[config.mk]
export PLATFORM = sky130hd
export DESIGN_NAME = seg_scan_ctrl
export DESIGN_NICKNAME = d
export VERILOG_FILES = /design/src/rtl/seg_pkg.sv /design/src/rtl/seg_tick_gen.sv /design/src/rtl/seg_scan_ctrl.sv
export SDC_FILE = /design/constraint.sdc
export NUM_CORES = 1
export LEC_CHECK = 0
export CELL_PAD_IN_SITES_DETAIL_PLACEMENT = 0
export CELL_PAD_IN_SITES_GLOBAL_PLACEMENT = 1
export CORE_UTILIZATION = 47
export DETAILED_ROUTE_END_ITERATION = 8
export PLACE_DENSITY = 0.91
export SYNTH_ARGS = -nofsm -noshare
export SYNTH_HDL_FRONTEND = slang
export SYNTH_SLANG_ARGS = --single-unit
[constraint.sdc]
create_clock -name clk -period 3.54 [get_ports clk]
set_input_delay 0.354 -clock clk [delete_from_list [all_inputs] [get_ports clk]]
set_output_delay 0.354 -clock clk [all_outputs]
set_load 0.1 [all_outputs]
[src/rtl/seg_pkg.sv]
// Seven-segment scan controller shared definitions.
// Digit geometry, default prescaler widths and the frame bundle.
package seg_pkg;

  localparam int NUM_DIGITS     = 8;
  localparam int NIB_W          = 4;
  localparam int DATA_W         = NUM_DIGITS * NIB_W;
  localparam int DIV_BITS_DEF   = 17;
  localparam int BLINK_BITS_DEF = 26;
  localparam int SCAN_W         = $clog2(NUM_DIGITS);

  // Index of the rightmost digit; scan wraps after it.
  localparam logic [SCAN_W-1:0] LAST_DIGIT = SCAN_W'(NUM_DIGITS - 1);

  // One complete display image.
  typedef struct packed {
    logic [DATA_W-1:0]     data;
    logic [NUM_DIGITS-1:0] les;
    logic [NUM_DIGITS-1:0] point;
    logic [NUM_DIGITS-1:0] blink;
  } seg_frame_t;

endpackage

[src/rtl/seg_tick_gen.sv]
// Free-running prescaler.
// Pulses tick for one cycle while the count is all-ones.
module seg_tick_gen #(
  parameter int WIDTH = 17
) (
  input  logic clk,
  input  logic rst_n,
  output logic tick
);

  logic [WIDTH-1:0] r_cnt;

  // Wrapping counter, cleared by reset.
  always_ff @(posedge clk or negedge rst_n) begin
    if (!rst_n) r_cnt <= '0;
    else        r_cnt <= r_cnt + WIDTH'(1);
  end

  assign tick = &r_cnt;

endmodule

[src/rtl/seg_scan_ctrl.sv]
// Digit scan and tear-free update buffer for an 8-digit display.
// Updates land in a shadow buffer and commit only at frame end.
module seg_scan_ctrl
  import seg_pkg::*;
#(
  parameter int DIV_BITS   = DIV_BITS_DEF,
  parameter int BLINK_BITS = BLINK_BITS_DEF
) (
  input  logic                  clk,
  input  logic                  rst_n,
  input  logic                  wr_valid,
  output logic                  wr_ready,
  input  logic [DATA_W-1:0]     wr_data,
  input  logic [NUM_DIGITS-1:0] wr_les,
  input  logic [NUM_DIGITS-1:0] wr_point,
  input  logic [NUM_DIGITS-1:0] wr_blink,
  output logic [SCAN_W-1:0]     scan,
  output logic [DATA_W-1:0]     data,
  output logic [NUM_DIGITS-1:0] les,
  output logic [NUM_DIGITS-1:0] point,
  output logic                  flash
);

  logic w_scan_tick;
  logic w_blink_tick;
  logic w_frame_end;
  logic w_accept;
  logic w_commit;
  logic w_flash_nxt;

  seg_frame_t w_commit_nxt;

  logic [SCAN_W-1:0]     r_scan;
  logic                  r_pending;
  logic                  r_flash;
  logic [NUM_DIGITS-1:0] r_les;
  seg_frame_t            r_shadow;
  seg_frame_t            r_commit;

  seg_tick_gen #(.WIDTH(DIV_BITS)) u_scan_div (
    .clk   (clk),
    .rst_n (rst_n),
    .tick  (w_scan_tick)
  );

  seg_tick_gen #(.WIDTH(BLINK_BITS)) u_blink_div (
    .clk   (clk),
    .rst_n (rst_n),
    .tick  (w_blink_tick)
  );

  assign wr_ready    = ~r_pending;
  assign w_accept    = wr_valid & ~r_pending;
  assign w_frame_end = w_scan_tick & (r_scan == LAST_DIGIT);
  assign w_commit    = w_frame_end & r_pending;
  assign w_flash_nxt = r_flash ^ w_blink_tick;

  // Next committed image, so les can follow it on the same edge.
  always_comb begin
    w_commit_nxt = r_commit;
    if (w_commit) w_commit_nxt = r_shadow;
  end

  // Digit scan position.
  always_ff @(posedge clk or negedge rst_n) begin
    if (!rst_n)           r_scan <= '0;
    else if (w_scan_tick) r_scan <= r_scan + SCAN_W'(1);
  end

  // Shadow capture and pending flag; commit always wins the clear.
  always_ff @(posedge clk or negedge rst_n) begin
    if (!rst_n) begin
      r_pending <= 1'b0;
      r_shadow  <= '0;
    end else if (w_commit) begin
      r_pending <= 1'b0;
    end else if (w_accept) begin
      r_pending      <= 1'b1;
      r_shadow.data  <= wr_data;
      r_shadow.les   <= wr_les;
      r_shadow.point <= wr_point;
      r_shadow.blink <= wr_blink;
    end
  end

  // Committed image, only replaced at a frame boundary.
  always_ff @(posedge clk or negedge rst_n) begin
    if (!rst_n) r_commit <= '0;
    else        r_commit <= w_commit_nxt;
  end

  // Blink phase.
  always_ff @(posedge clk or negedge rst_n) begin
    if (!rst_n) r_flash <= 1'b0;
    else        r_flash <= w_flash_nxt;
  end

  // Effective enables with blanking applied.
  always_ff @(posedge clk or negedge rst_n) begin
    if (!rst_n) r_les <= '0;
    else        r_les <= w_commit_nxt.les &
                         ~(w_commit_nxt.blink & {NUM_DIGITS{w_flash_nxt}});
  end

  assign scan  = r_scan;
  assign data  = r_commit.data;
  assign point = r_commit.point;
  assign les   = r_les;
  assign flash = r_flash;

endmodule

==> results of run 1 <==
==> area by class of cell <==
cell class / instances / area share, %
clock inverter: 8 / 1.40
tap: 184 / 2.68
inverter: 21 / 0.919
timing repair buffer: 116 / 13.7
multi-input combinational: 257 / 26.7
clock buffer: 23 / 5.57
sequential: 168 / 49.0
==> stage by stage <==
| stage | utilization, % | hold slack (ns) | cell area, sq um |
|---|---|---|---|
| 3_3_place_gp | 55.1 | 0.454 | 7980 |
| 4_1_cts | 59.3 | 0.116 | 8580 |
| 2_1_floorplan | - | 0.0584 | 6950 |
| 6_report | 59.3 | 0.0399 | 8580 |
| 5_1_grt | 59.3 | 0.160 | 8580 |
| 3_5_place_dp | 55.1 | 0.460 | 7980 |
==> placed cells by master, fill, tap and decap left out, types with 2 or more instances in the layout <==
cell             instances
a211oi_1                10
a211oi_2                 6
and2_1                   2
and3_1                   6
buf_12                   2
buf_4                    3
bufinv_16                3
clkbuf_1                 3
clkbuf_16               17
clkbuf_8                 3
clkdlybuf4s50_1        110
clkinv_2                 3
clkinvlp_4               2
dfrtp_1                168
ha_1                     5
inv_1                   20
mux2_2                  98
mux2i_1                 16
nand2_1                 19
nand3_1                 10
nand4_1                 14
nor2_1                  18
nor3_1                   3
xnor2_1                 28
xor2_1                  12
==> power breakdown <==
group,leakage (nW),internal [mW],total (mW),switching [mW]
logic,1.65,0.119,0.186,0.0671
registers,2.20,2.00,2.04,0.0403
clock network,0.289,1.16,1.86,0.705
==> metal layers <==
| layer | track usage, % | vias up | routed length [um] |
|---|---|---|---|
| li1 | - | 1831 | - |
| met1 | 22.2 | 2000 | 5580 |
| met2 | 27.8 | 81 | 5760 |
| met3 | 4.75 | 15 | 589 |
| met4 | 7.23 | 0 | 166 |
| met5 | 0 | - | 0 |
==> worst paths after layout <==
kind	depth (start not counted)	from	endpoint
max	8	u_scan_div.r_cnt[0]	data[19]
min	1	rst_n	r_shadow[47]
max reg2reg	8	u_scan_div.r_cnt[0]	data[19]
min reg2reg	1	u_scan_div.r_cnt[15]	u_scan_div.r_cnt[15]
max in group asynchronous	2	rst_n	r_shadow[42]
min in group clk	1	u_scan_div.r_cnt[15]	u_scan_div.r_cnt[15]
==> state kept, by name, indices dropped and copies added (netlist names) <==
register,flops
scan,3
u_scan_div.r_cnt,17
flash,1
r_shadow,56
point,8
data,32
u_blink_div.r_cnt,26
r_pending,1
les,8
r_commit,16
==> kinds of logic (layout without fill, tap and decap cells) <==
logic type               Yosys count  after routing  synth area share [%]
AO/OA/AOI/OAI                     17             17                  2.27
XOR/XNOR                          40             40                  5.04
adder cells (fa/ha/maj)            5              5                 0.901
buffers and inverters             77            168                  6.74
flip-flops                       168            168                  60.5
multiplexers                     114            114                  18.2
AND/OR/NAND/NOR                   81             81                  6.32
==> qor.yml, run 1 <==
clock_network:
  cts_buffers: 17
  post_cts_buffers: 0
  cts_htree_levels: 4
  clkLatencyLatePin_ns: 0.42
  ctsHoldBuffers: 0
  cts_tree: "built"
  cts.path.max_buffers: 2
  cts-root-buf: "clkbuf_16"
  cts_num_sinks: 168
  post_cts_resized: 0
  clk_pin_slew_worst_paths_ns: 0.06
route:
  vias: 3927
  drt_pass1_iterations: 4
  drtIter0Drc: 248
  detail_route.vias_per_cell: 5.05
  drc_errors: 0
  drt_wl_total_mm: 12.1
  wl_per_cell_um: 15.6
  ant_nets: 0
logic_synthesis:
  yosysTopAreaCell: "dfrtp_1"
  syn_area_sq_um: 6950
  ys_seq_elements: 168
  syn_nets: 566
  ys_types: 31
  synthTopCellsByArea: "dfrtp_1 (61%), mux2_2 (16%), buf_4 (4.3%), xnor2_1 (3.5%), mux2i_1 (2.3%)"
  ys.flop_type: "dfrtp_1"
  synth.yosys.warnings: 0
  synth_cells: 502
  synth_commonest_cells: "dfrtp_1 (168), mux2_2 (98), buf_4 (40)"
  ys_seq_area_share_pct: 60.5
  synth.avg_cell_area_sq_um: 13.8
  async_reset_ff_share_pct: 100
  synth.most_common_cell: "dfrtp_1"
  synth-edff-count: 0
  synth_top_area_share_pct: 60.5
sta:
  fin_worst_skew_ns: 0.00979
  min_period_ns: 2.77
  hold_viol_final: 0
  drv_slew: 0
  finalCritPeriodShare_pct: 78.2
  rsz0062_at_grt: "no"
  setup-tns-final_ns: 0
  fmax_ghz: 0.361
  setup_viol: 0
  setup_ws_ns: 0.772
  timing.slew.headroom_pct: 31.8
  worst_slew_pin_slew_ns: 1.02
floorplanning:
  start_util_pct: 48.0
  dieWidth_um: 124
  rows: 44
  die_h_um: 124
  die_area_sq_um: 15300
  io_pins: 112
  core-area_sq_um: 14500
power_and_ir_drop:
  power.leakage_nw: 4.14
  power.density_nw_per_um2: 477
  p_total_mw: 4.09
  ir_drop_mv: 0.368
outcome:
  outcome: "finished clean"
finish:
  nFillCells: 1110
  seq_area_sq_um: 4200
  nets: 645
  syn2layout_area_growth_pct: 23.5
  antenna_cells: 0
  final_layout_size_suffix_gt1_share_pct: 24.5
  fin_cells: 777
  multi_input_area_sq_um: 2290
critical_path:
  r2r_slack_ns: 0.77
  cp_top_family: "simple AND/OR/NAND/NOR gates"
  cp_data_arrival_time_ns: 3.07
  crit_type: "flop to flop"
  critPathSlowestCell: "dfrtp_1"
  cpMostUsedCell: "ha_1"
  cp_max_fo: 23
  timing.critical_path.buf_inv: 1
  critical_path_required_ns: 3.84
  end_kind: "flop"
  cpPeakStageDelay_ns: 0.41
  crit_chain: "ha_1 -> nand4_1 -> nor3_1 -> and3_1 -> ha_1 -> nand3_4 -> buf_4 -> mux2_2"
  start_kind: "flop"
job:
  maxCapViolCount: 0
grt:
  grt_start_max_net_pins: 114
  antenna_found_initial: 0
  grt-ovfl-total: 0
  grt_use_total_pct: 17.4
  first_global_vias: 4109
  grt_pass1_wl_mm: 19.9
min_path:
  holdCritPathClass: "primary input to async pin"
place:
  place_inst: 746
  dp_hpwl_mm: 8.30
  dpl_worst_slack_ns: 0.737
  place_congestion: 0.718
  io_buffers: 111
(Power assumes the default switching activity.)
==> inputs of run 2 (changes only) <==
Settings changed: CORE_UTILIZATION 47 to 39, PLACE_DENSITY 0.91 to 0.81.
Clock period 3.54 ns to 2.48 ns, I/O delays scaled along.
==> run 2 against run 1 <==
Net effect: global-route usage down 2.2 points; clock power up 43%; wire length up 7.5%; fmax up 22%; core utilization down 9.4 points; clock skew down 0.0023 ns; critical endpoint is now les[6]; largest power group unchanged.
==> qor.yml, run 2 (synthesis gave the netlist of run 1 again) <==
grt:
  grt_pass1_wl_mm: 21.2
  grt_start_max_net_pins: 73
  antenna_found_initial: 0
  grt_util_met2_pct: 24.0
  grt_use_total_pct: 15.2
  gr-usage-met3_pct: 4.12
  grt-ovfl-total: 0
  top_usage_layer: "met2"
  grtUsageMet1_pct: 20.2
  first_global_vias: 4090
place:
  io_buffers: 111
  dpl_worst_slack_ns: 0.0978
  place_area_sq_um: 7980
  dp_hpwl_mm: 8.83
  place_congestion: 0.729
sta:
  hold_viol_final: 0
  drv_slew: 0
  finalCritPeriodShare_pct: 91.4
  setup_viol: 0
  setup_ws_ns: 0.214
  timing.slew.headroom_pct: 54.7
  min_period_ns: 2.27
  fmax_ghz: 0.441
  fin_worst_skew_ns: 0.00753
  setup-tns-final_ns: 0
  rsz0062_at_grt: "no"
  worst_slew_pin_slew_ns: 0.679
power_and_ir_drop:
  pwr-share-clk_pct: 45.5
  power.leakage_nw: 4.30
  intPower_mw: 4.66
  ir_drop_mv: 0.485
  p_total_mw: 5.85
  p_sw_mw: 1.20
  seqPwrFrac_pct: 49.9
  power.density_nw_per_um2: 677
  share_comb_of_total_power_pct: 4.6
  netSwitchingFraction_pct: 20.5
job:
  maxCapViolCount: 0
clock_network:
  cts_htree_levels: 4
  cts_tree: "built"
  clkLatencyLatePin_ns: 0.41
  clk_pin_slew_worst_paths_ns: 0.06
  cts.path.max_buffers: 2
  cts-root-buf: "clkbuf_16"
  cts_num_sinks: 168
  cts_buffers: 17
finish:
  nFillCells: 1489
  final_layout_size_suffix_gt1_share_pct: 35.2
  syn2layout_area_growth_pct: 24.5
  largest-register: "r_shadow"
  final_common_cell: "dfrtp_1"
  antenna_cells: 0
  final_area_sq_um: 8650
  reg_top3: "r_shadow: 56 flops, data: 32 flops, u_blink_div.r_cnt: 26 flops"
  mostFrequentLayoutCells: "dfrtp_1 (168), mux2_2 (98), buf_4 (59)"
  nets: 653
  largest_register_ffs: 56
floorplanning:
  die_h_um: 135
  core-area_sq_um: 17400
  io_pins: 112
  dieWidth_um: 135
  die_area_sq_um: 18300
  rows: 48
  start_util_pct: 40.0
critical_path:
  startpoint: "u_scan_div.r_cnt[0]"
  crit_chain: "ha_1 -> nand4_1 -> nor3_2 -> and3_1 -> ha_2 -> nand3_4 -> buf_12 -> mux2i_1 -> a211oi_2"
  cp_top_family: "simple AND/OR/NAND/NOR gates"
  crit_type: "flop to flop"
  critPathSlowestCell: "dfrtp_1"
  cpPeakStageDelay_ns: 0.40
  cp_data_arrival_time_ns: 2.54
  end_kind: "flop"
  start_kind: "flop"
  rr_startpoint: "u_scan_div.r_cnt[0]"
  rr_endpoint: "les[6]"
  critical_path_required_ns: 2.75
  cp_max_fo: 38
  r2r_cells: 9
  r2r_slack_ns: 0.21
  timing.critical_path.buf_inv: 1
route:
  ant_nets: 0
  drc_errors: 0
  drtIter0Drc: 157
  drt_pass1_iterations: 4
  drt_wl_total_mm: 13.0
  wl_per_cell_um: 15.7
  vias: 3934
  detail_route.vias_per_cell: 4.76
outcome:
  outcome: "finished clean"
min_path:
  holdCritPathClass: "primary input to async pin"
## run 2: per-stage QoR
stage               utilization (%)  hold slack (ns)  std cells
floorplan                         -          -0.0476        502
global placement               45.9            0.297        792
detailed placement             45.9            0.312        792
CTS                            49.5            0.423        825
global route                   49.8            0.429        827
finish                         49.8            0.420        827
## run 2: cell type report
class                   count  area [sq um]  share of cell area [%]
flip-flops and latches    168          4200                    48.6
multi-input cells         258          2330                    27.0
repair buffers            123          1130                    13.1
clock buffers              23           498                    5.76
well taps                 225           282                    3.26
clock inverters             9           115                    1.33
inverters                  21          78.8                   0.912
## run 2: how the worst max path moves through the flow
stage                to  cells after the start  slack (ns)
6_report         les[6]                      9        0.21
5_1_grt          les[7]                      9        0.03
4_1_cts          les[6]                      9        0.09
3_5_place_dp     les[6]                      9         0.1
3_3_place_gp     les[6]                      9        0.16
2_1_floorplan  data[22]                      6        0.12
## run 2: worst reg2reg max path, cell delays in order, from the launching register on
cell	delay (ns)
dfrtp_1	0.40
ha_1	0.23
nand4_1	0.17
nor3_2	0.15
and3_1	0.18
ha_2	0.24
nand3_4	0.17
buf_12	0.25
mux2i_1	0.28
a211oi_2	0.05
## run 2: power by group through the flow
stage               combinational, mW  clock, mW  sequential (mW)
global route                    0.299       2.85             2.94
global placement                0.265          0             2.97
floorplan                       0.105          0             2.95
CTS                             0.279       2.74             2.92
finish                          0.271       2.66             2.92
detailed placement              0.275          0             2.97
## run 2: per-layer routing
metal	share of wire, %	vias to the layer above
met5	0	-
met1	47	1975
met3	4.7	10
li1	-	1855
met4	0.79	0
met2	47	94
## run 2: timing repair
action | CTS | global route
setup buffers | 0 | 1
endpoints found under the setup margin | 0 | 20
endpoints found under the hold margin | 70 | 0
hold buffers | 1 | 0
gates resized for setup | 0 | 6
==> edit 1, RTL diff (settings of run 2) <==
Make the reset (`rst_n`) synchronous in 6 clocked blocks.
--- a/src/rtl/seg_tick_gen.sv
+++ b/src/rtl/seg_tick_gen.sv
@@ -12,5 +12,5 @@
 
   // Wrapping counter, cleared by reset.
-  always_ff @(posedge clk or negedge rst_n) begin
+  always_ff @(posedge clk) begin
     if (!rst_n) r_cnt <= '0;
     else        r_cnt <= r_cnt + WIDTH'(1);
--- a/src/rtl/seg_scan_ctrl.sv
+++ b/src/rtl/seg_scan_ctrl.sv
@@ -63,5 +63,5 @@
 
   // Digit scan position.
-  always_ff @(posedge clk or negedge rst_n) begin
+  always_ff @(posedge clk) begin
     if (!rst_n)           r_scan <= '0;
     else if (w_scan_tick) r_scan <= r_scan + SCAN_W'(1);
@@ -69,5 +69,5 @@
 
   // Shadow capture and pending flag; commit always wins the clear.
-  always_ff @(posedge clk or negedge rst_n) begin
+  always_ff @(posedge clk) begin
     if (!rst_n) begin
       r_pending <= 1'b0;
@@ -85,5 +85,5 @@
 
   // Committed image, only replaced at a frame boundary.
-  always_ff @(posedge clk or negedge rst_n) begin
+  always_ff @(posedge clk) begin
     if (!rst_n) r_commit <= '0;
     else        r_commit <= w_commit_nxt;
@@ -91,5 +91,5 @@
 
   // Blink phase.
-  always_ff @(posedge clk or negedge rst_n) begin
+  always_ff @(posedge clk) begin
     if (!rst_n) r_flash <= 1'b0;
     else        r_flash <= w_flash_nxt;
@@ -97,5 +97,5 @@
 
   // Effective enables with blanking applied.
-  always_ff @(posedge clk or negedge rst_n) begin
+  always_ff @(posedge clk) begin
     if (!rst_n) r_les <= '0;
     else        r_les <= w_commit_nxt.les &
Formal check against the unedited RTL: differs if rst_n is asserted again (counterexample within 4 cycles, from zero or initial values and one cycle with rst_n low); with rst_n held inactive, the same outputs for 10 cycles.
==> edit 1 against run 2 <==
  * Wire length increased by 10%
  * Non-clock buffer count increased by 4
  * Power is 1.7% lower
  * Sequential share of layout area is 7.3 points lower
  * First-iteration DRC count increased by 110%
  * Final area down 5.8%
  * Sequential power fell by 4%
  * Sequential cell count unchanged
  * Count of clock-buffer cells in the layout grew 1
  * Worst setup slack got worse by 0.058 ns
  * Area after synthesis fell by 5.4%
  * Critical path type unchanged
  * Critical endpoint is now les[1]
==> edit 1: results (changes against run 2) <==
- Synth top area cells: dfxtp_1 51%, nand2_1 11%, a21oi_1 8.5%, buf_4 4.6%, mux2i_1 2.7% (was dfrtp_1 61%, mux2_2 16%, buf_4 4.3%, xnor2_1 3.5%, mux2i_1 2.3%)
- Reg-to-reg setup timing slack: 0.16 ns (was 0.21 ns)
- Most common flop cell mapped by yosys: dfxtp_1 (was dfrtp_1)
- Vias per inst: 4.874 (was 4.757)
- Buffers, non-clock: 127 (was 123)
- Hold WC Path Type: primary input to flip-flop (was primary input to async pin)
- Total track usage: 0.1700 (was 0.1517)
- Setup Skew: 0.005545 ns (was 0.007534 ns)
- First-pass GRT wire length: 23780 um (was 21170 um)
- Layout clock buffers: 24 (was 23)
- Status: completed (unchanged)
- Ratio of cells with drive above 1 in the final layout: 0.1318 (was 0.3522)
- Multi-input gates: 516 (was 258)
- CP Capture Point: les[1] (was les[6])
- DPL Wire Length: 9206 um (was 8832 um)
- Drt wl/cell: 13.40 um (was 15.74 um)
- Placed Cells: 1038 (was 792)
- Gpl congestion: 0.7203 (was 0.7290)
- Worst VDD drop: 0.0005565 V (was 0.0004855 V)
- Mapped Nets: 848 (was 566)
- Post-synthesis sequential area ratio: 0.5120 (was 0.6053)
- Synth top cells by count: 201 x nand2_1, 168 x dfxtp_1, 111 x a21oi_1 (was 168 x dfrtp_1, 98 x mux2_2, 40 x buf_4)
- Hold_ws: 0.3729 ns (was 0.4202 ns)
- NumNets Final: 901 (was 653)
- Seq area share: 0.4127 (was 0.4862)
- Synth cell types: 33 (was 31)
- Filler cells: 1591 (was 1489)
- Initial DRC count: 322 (was 157)
- DRT Pass-1 Iters: 7 (was 4)
- Asr flop ratio synth: 0 (was 1.000)
- Leakage Power: 3.041 nW (was 4.295 nW)
- Final clock-cell share: 0.07370 (was 0.07090)
- Synth Instances: 784 (was 502)
edit 1: cell count changes after synthesis, sizes merged, moves of 9 or more:
cell | run 2 | this run
a21oi | 0 | 111
clkbuf | 2 | 38
dfrtp | 168 | 0
dfxtp | 0 | 168
inv | 20 | 6
mux2 | 98 | 0
nand2 | 19 | 201
nor2 | 18 | 46
nor4 | 3 | 21
or4 | 0 | 9
xnor2 | 28 | 13
edit 1: power by group through the flow:
| stage | sequential (mW) | clock, mW | combinational, mW |
|---|---|---|---|
| 3_3_place_gp | 2.85 | 0 | 0.292 |
| 3_5_place_dp | 2.85 | 0 | 0.292 |
| 4_1_cts | 2.79 | 2.74 | 0.294 |
| 6_report | 2.80 | 2.67 | 0.288 |
| 2_1_floorplan | 2.85 | 0 | 0.144 |
| 5_1_grt | 2.80 | 2.86 | 0.321 |
edit 1: cell families (layout without fill, tap and decap cells):
group / count (synthesis) / count (layout) / synth area share
DFF: 168 / 168 / 0.5120
and+or+nand+nor: 333 / 333 / 0.2263
muxes: 18 / 18 / 0.02743
buffers and inverters: 100 / 166 / 0.08248
xor gates and xnor gates: 25 / 25 / 0.03333
AOI/OAI and AO/OA: 135 / 135 / 0.1090
adders and majority gates: 5 / 5 / 0.009524
edit 1: per-stage QoR:
stage	cell area [um^2]	setup slack, ns
3_3_place_gp	7495	0.1805
3_5_place_dp	7495	0.07783
5_1_grt	8149	-0.0007352
4_1_cts	8102	0.07002
2_1_floorplan	6569	0.1868
6_report	8149	0.1559
edit 1: what timing repair did:
item | in CTS | in global routing
setup endpoints to repair | 2 | 8
resized for setup | 1 | 9
hold buffers | 0 | 0
edit 1: per-layer routing:
layer,routed length (um),track usage
met5,0,0
met4,176,0.05814
met3,537,0.03998
met2,6410,0.2554
met1,7215,0.2383
==> edit 2, RTL diff (config.mk and constraints of run 2) <==
Made on the original files. Set the package constant `DIV_BITS_DEF` to 34 (it was 17).
--- a/src/rtl/seg_pkg.sv
+++ b/src/rtl/seg_pkg.sv
@@ -6,5 +6,5 @@
   localparam int NIB_W          = 4;
   localparam int DATA_W         = NUM_DIGITS * NIB_W;
-  localparam int DIV_BITS_DEF   = 17;
+  localparam int DIV_BITS_DEF   = 34;
   localparam int BLINK_BITS_DEF = 26;
   localparam int SCAN_W         = $clog2(NUM_DIGITS);
Check against the original RTL: same outputs for any inputs over 10 cycles, from zero or initial values and one cycle with rst_n low; that may be too few to reach the edited logic, so the function may still have changed.
==> edit 2 against run 2 <==
  * Sequential power grew 8.9%
  * Area after synthesis up 11%
  * Sequential cell count increased by 17
  * Wire length increased by 9.8%
  * Worst setup slack improved by 0.10 ns
  * Highest routed layer unchanged
  * Critical path depth is 2 lower
  * Largest power group unchanged
  * Final area grew 8.6%
  * Power grew 4.1%
==> edit 2: results (changes against run 2) <==
- Status: completed (unchanged)
- Worst path top cell family by delay: simple AND/OR/NAND/NOR gates (unchanged)
- Max incr delay on CP: 0.43 ns (was 0.40 ns)
- Post-synthesis sequential area ratio: 0.5985 (was 0.6053)
- Antenna diodes: 0 (unchanged)
- Yosys warnings: 0 (unchanged)
- Via count: 4796 (was 3934)
- Synth cell types: 34 (was 31)
- H-tree levels: 4 (unchanged)
- Initial antenna violation count: 0 (unchanged)
- CTS Buf Count: 17 (unchanged)
- Adder-cell share of the synthesized area: 0.006470 (was 0.009007)
- Clock Latency Late Sink: 0.43 ns (was 0.41 ns)
- Clock root cell: clkbuf_16 (unchanged)
- Clock slew at reported path FFs: 0.07 ns
- Synth top area cells: dfrtp_1 60%, nand2_1 9.3%, mux2_2 8.2%, xnor2_1 4.2%, buf_4 4.0% (was dfrtp_1 61%, mux2_2 16%, buf_4 4.3%, xnor2_1 3.5%, mux2i_1 2.3%)
- Largest net degree at the start of global routing: 64 (was 73)
- Total track usage: 0.1520 (was 0.1517)
- Worst VDD drop: 0.0004874 V (was 0.0004855 V)
- IO buf count: 111 (unchanged)
- Biggest regs: r_shadow (56), u_scan_div.r_cnt (34), data (32) (was r_shadow (56), data (32), u_blink_div.r_cnt (26))
- CP Max Fanout: 57 (was 38)
- Max_slew headroom: 0.6431 (was 0.5473)
- Post-Syn Area: 0.007735 mm^2 (was 0.006945 mm^2)
- Mapped Nets: 742 (was 566)
- Setup WS pre-CTS: 0.3323 ns (was 0.09782 ns)
- DRT Pass-1 Iters: 6 (was 4)
- DPL Wire Length: 9333 um (was 8832 um)
- Ratio of cells with drive above 1 in the final layout: 0.2132 (was 0.3522)
- Mux contribution to synthesized area: 0.08541 (was 0.1819)
- Critical path arrival: 2.50 ns (was 2.54 ns)
- NumNets Final: 824 (was 653)
- Gpl congestion: 0.7038 (was 0.7290)
- First-pass GRT wire length: 23810 um (was 21170 um)
- Synth top cells by count: 191 x nand2_1, 185 x dfrtp_1, 56 x mux2_2 (was 168 x dfrtp_1, 98 x mux2_2, 40 x buf_4)
- Post-synthesis compound-gate area fraction: 0.02313 (was 0.02270)
- Leakage Power: 4.593 nW (was 4.295 nW)
- Clock Path Buffers: 2 (unchanged)
- Post-route insts no fill: 1039 (was 827)
- Initial DRC count: 227 (was 157)
- Post-Route WL: 14290 um (was 13010 um)
- Slowest cell on crit path: dfrtp_1 (unchanged)
- Setup Skew: 0.01433 ns (was 0.007534 ns)
- Asr flop ratio synth: 1.000 (unchanged)
- Hold WC Path Type: primary input to async pin (unchanged)
- Synth Area in XOR/XNOR: 0.06454 (was 0.05044)
- Synth Instances: 679 (was 502)
[edit 2: cell count changes in the layout (fill, tap and decap cells not counted), sizes merged, moves of 16 or more]
cell and change:
a211oi -16, a21boi +16, dfrtp +17, mux2 -40, mux2i -16, nand2 +172
[edit 2: worst paths after layout]
kind | depth (start not counted) | from | end | slack, ns
setup / recovery | 7 | u_scan_div.r_cnt[8] | les[5] | 0.31
hold / removal | 2 | rst_n | r_shadow[33] | 0.36
setup reg to reg | 7 | u_scan_div.r_cnt[8] | les[5] | 0.31
hold reg to reg | 1 | u_blink_div.r_cnt[0] | u_blink_div.r_cnt[0] | 0.45
max in group asynchronous | 3 | rst_n | u_scan_div.r_cnt[8] | 1.41
min in group clk | 2 | wr_data[25] | r_shadow[49] | 0.42
[edit 2: final cells by class]
cell class              instances  area, um^2
clock buffers                  21       470.5
clock inverters                11       108.9
fillers                      1787       10070
inverters                       9       33.78
multi-input cells             424        2674
flip-flops and latches        185        4629
well taps                     265       331.6
repair buffers                124        1145
[edit 2: per-stage QoR]
step / area (um^2) / total power, mW
global route: 9393 / 6.327
detailed placement: 8803 / 3.505
finish: 9393 / 6.096
CTS: 9393 / 6.171
floorplan: 7735 / 3.316
global placement: 8803 / 3.495
[edit 2: cells by family (layout without fill, tap and decap cells)]
| logic type | after synthesis | after routing |
|---|---|---|
| buf+inv | 70 | 165 |
| compound gates | 25 | 25 |
| simple gates | 280 | 280 |
| xor+xnor | 57 | 57 |
| mux | 58 | 58 |
| fa+ha+maj | 4 | 4 |
| flops | 185 | 185 |
[edit 2: per-layer routing]
layer	vias up	track usage	share of wire
li1	2348	-	-
met1	2352	0.1927	0.46
met2	77	0.2503	0.49
met3	19	0.03186	0.035
met4	0	0.06848	0.020
met5	-	0	0
[edit 2: repair_timing]
| item | 4_1_cts | 5_1_grt |
|---|---|---|
| hold buffers | 1 | 0 |
| setup buffers | 0 | 0 |
| endpoints found under the setup margin | 0 | 0 |
| resized for setup | 0 | 0 |
| hold endpoints to repair | 60 | 0 |
[edit 2: report_power, final]
| group | leakage (nW) | internal (mW) | switching, mW |
|---|---|---|---|
| clock | 0.279 | 1.48 | 1.17 |
| sequential | 2.46 | 3.12 | 0.0545 |
| combinational | 1.85 | 0.169 | 0.0964 |
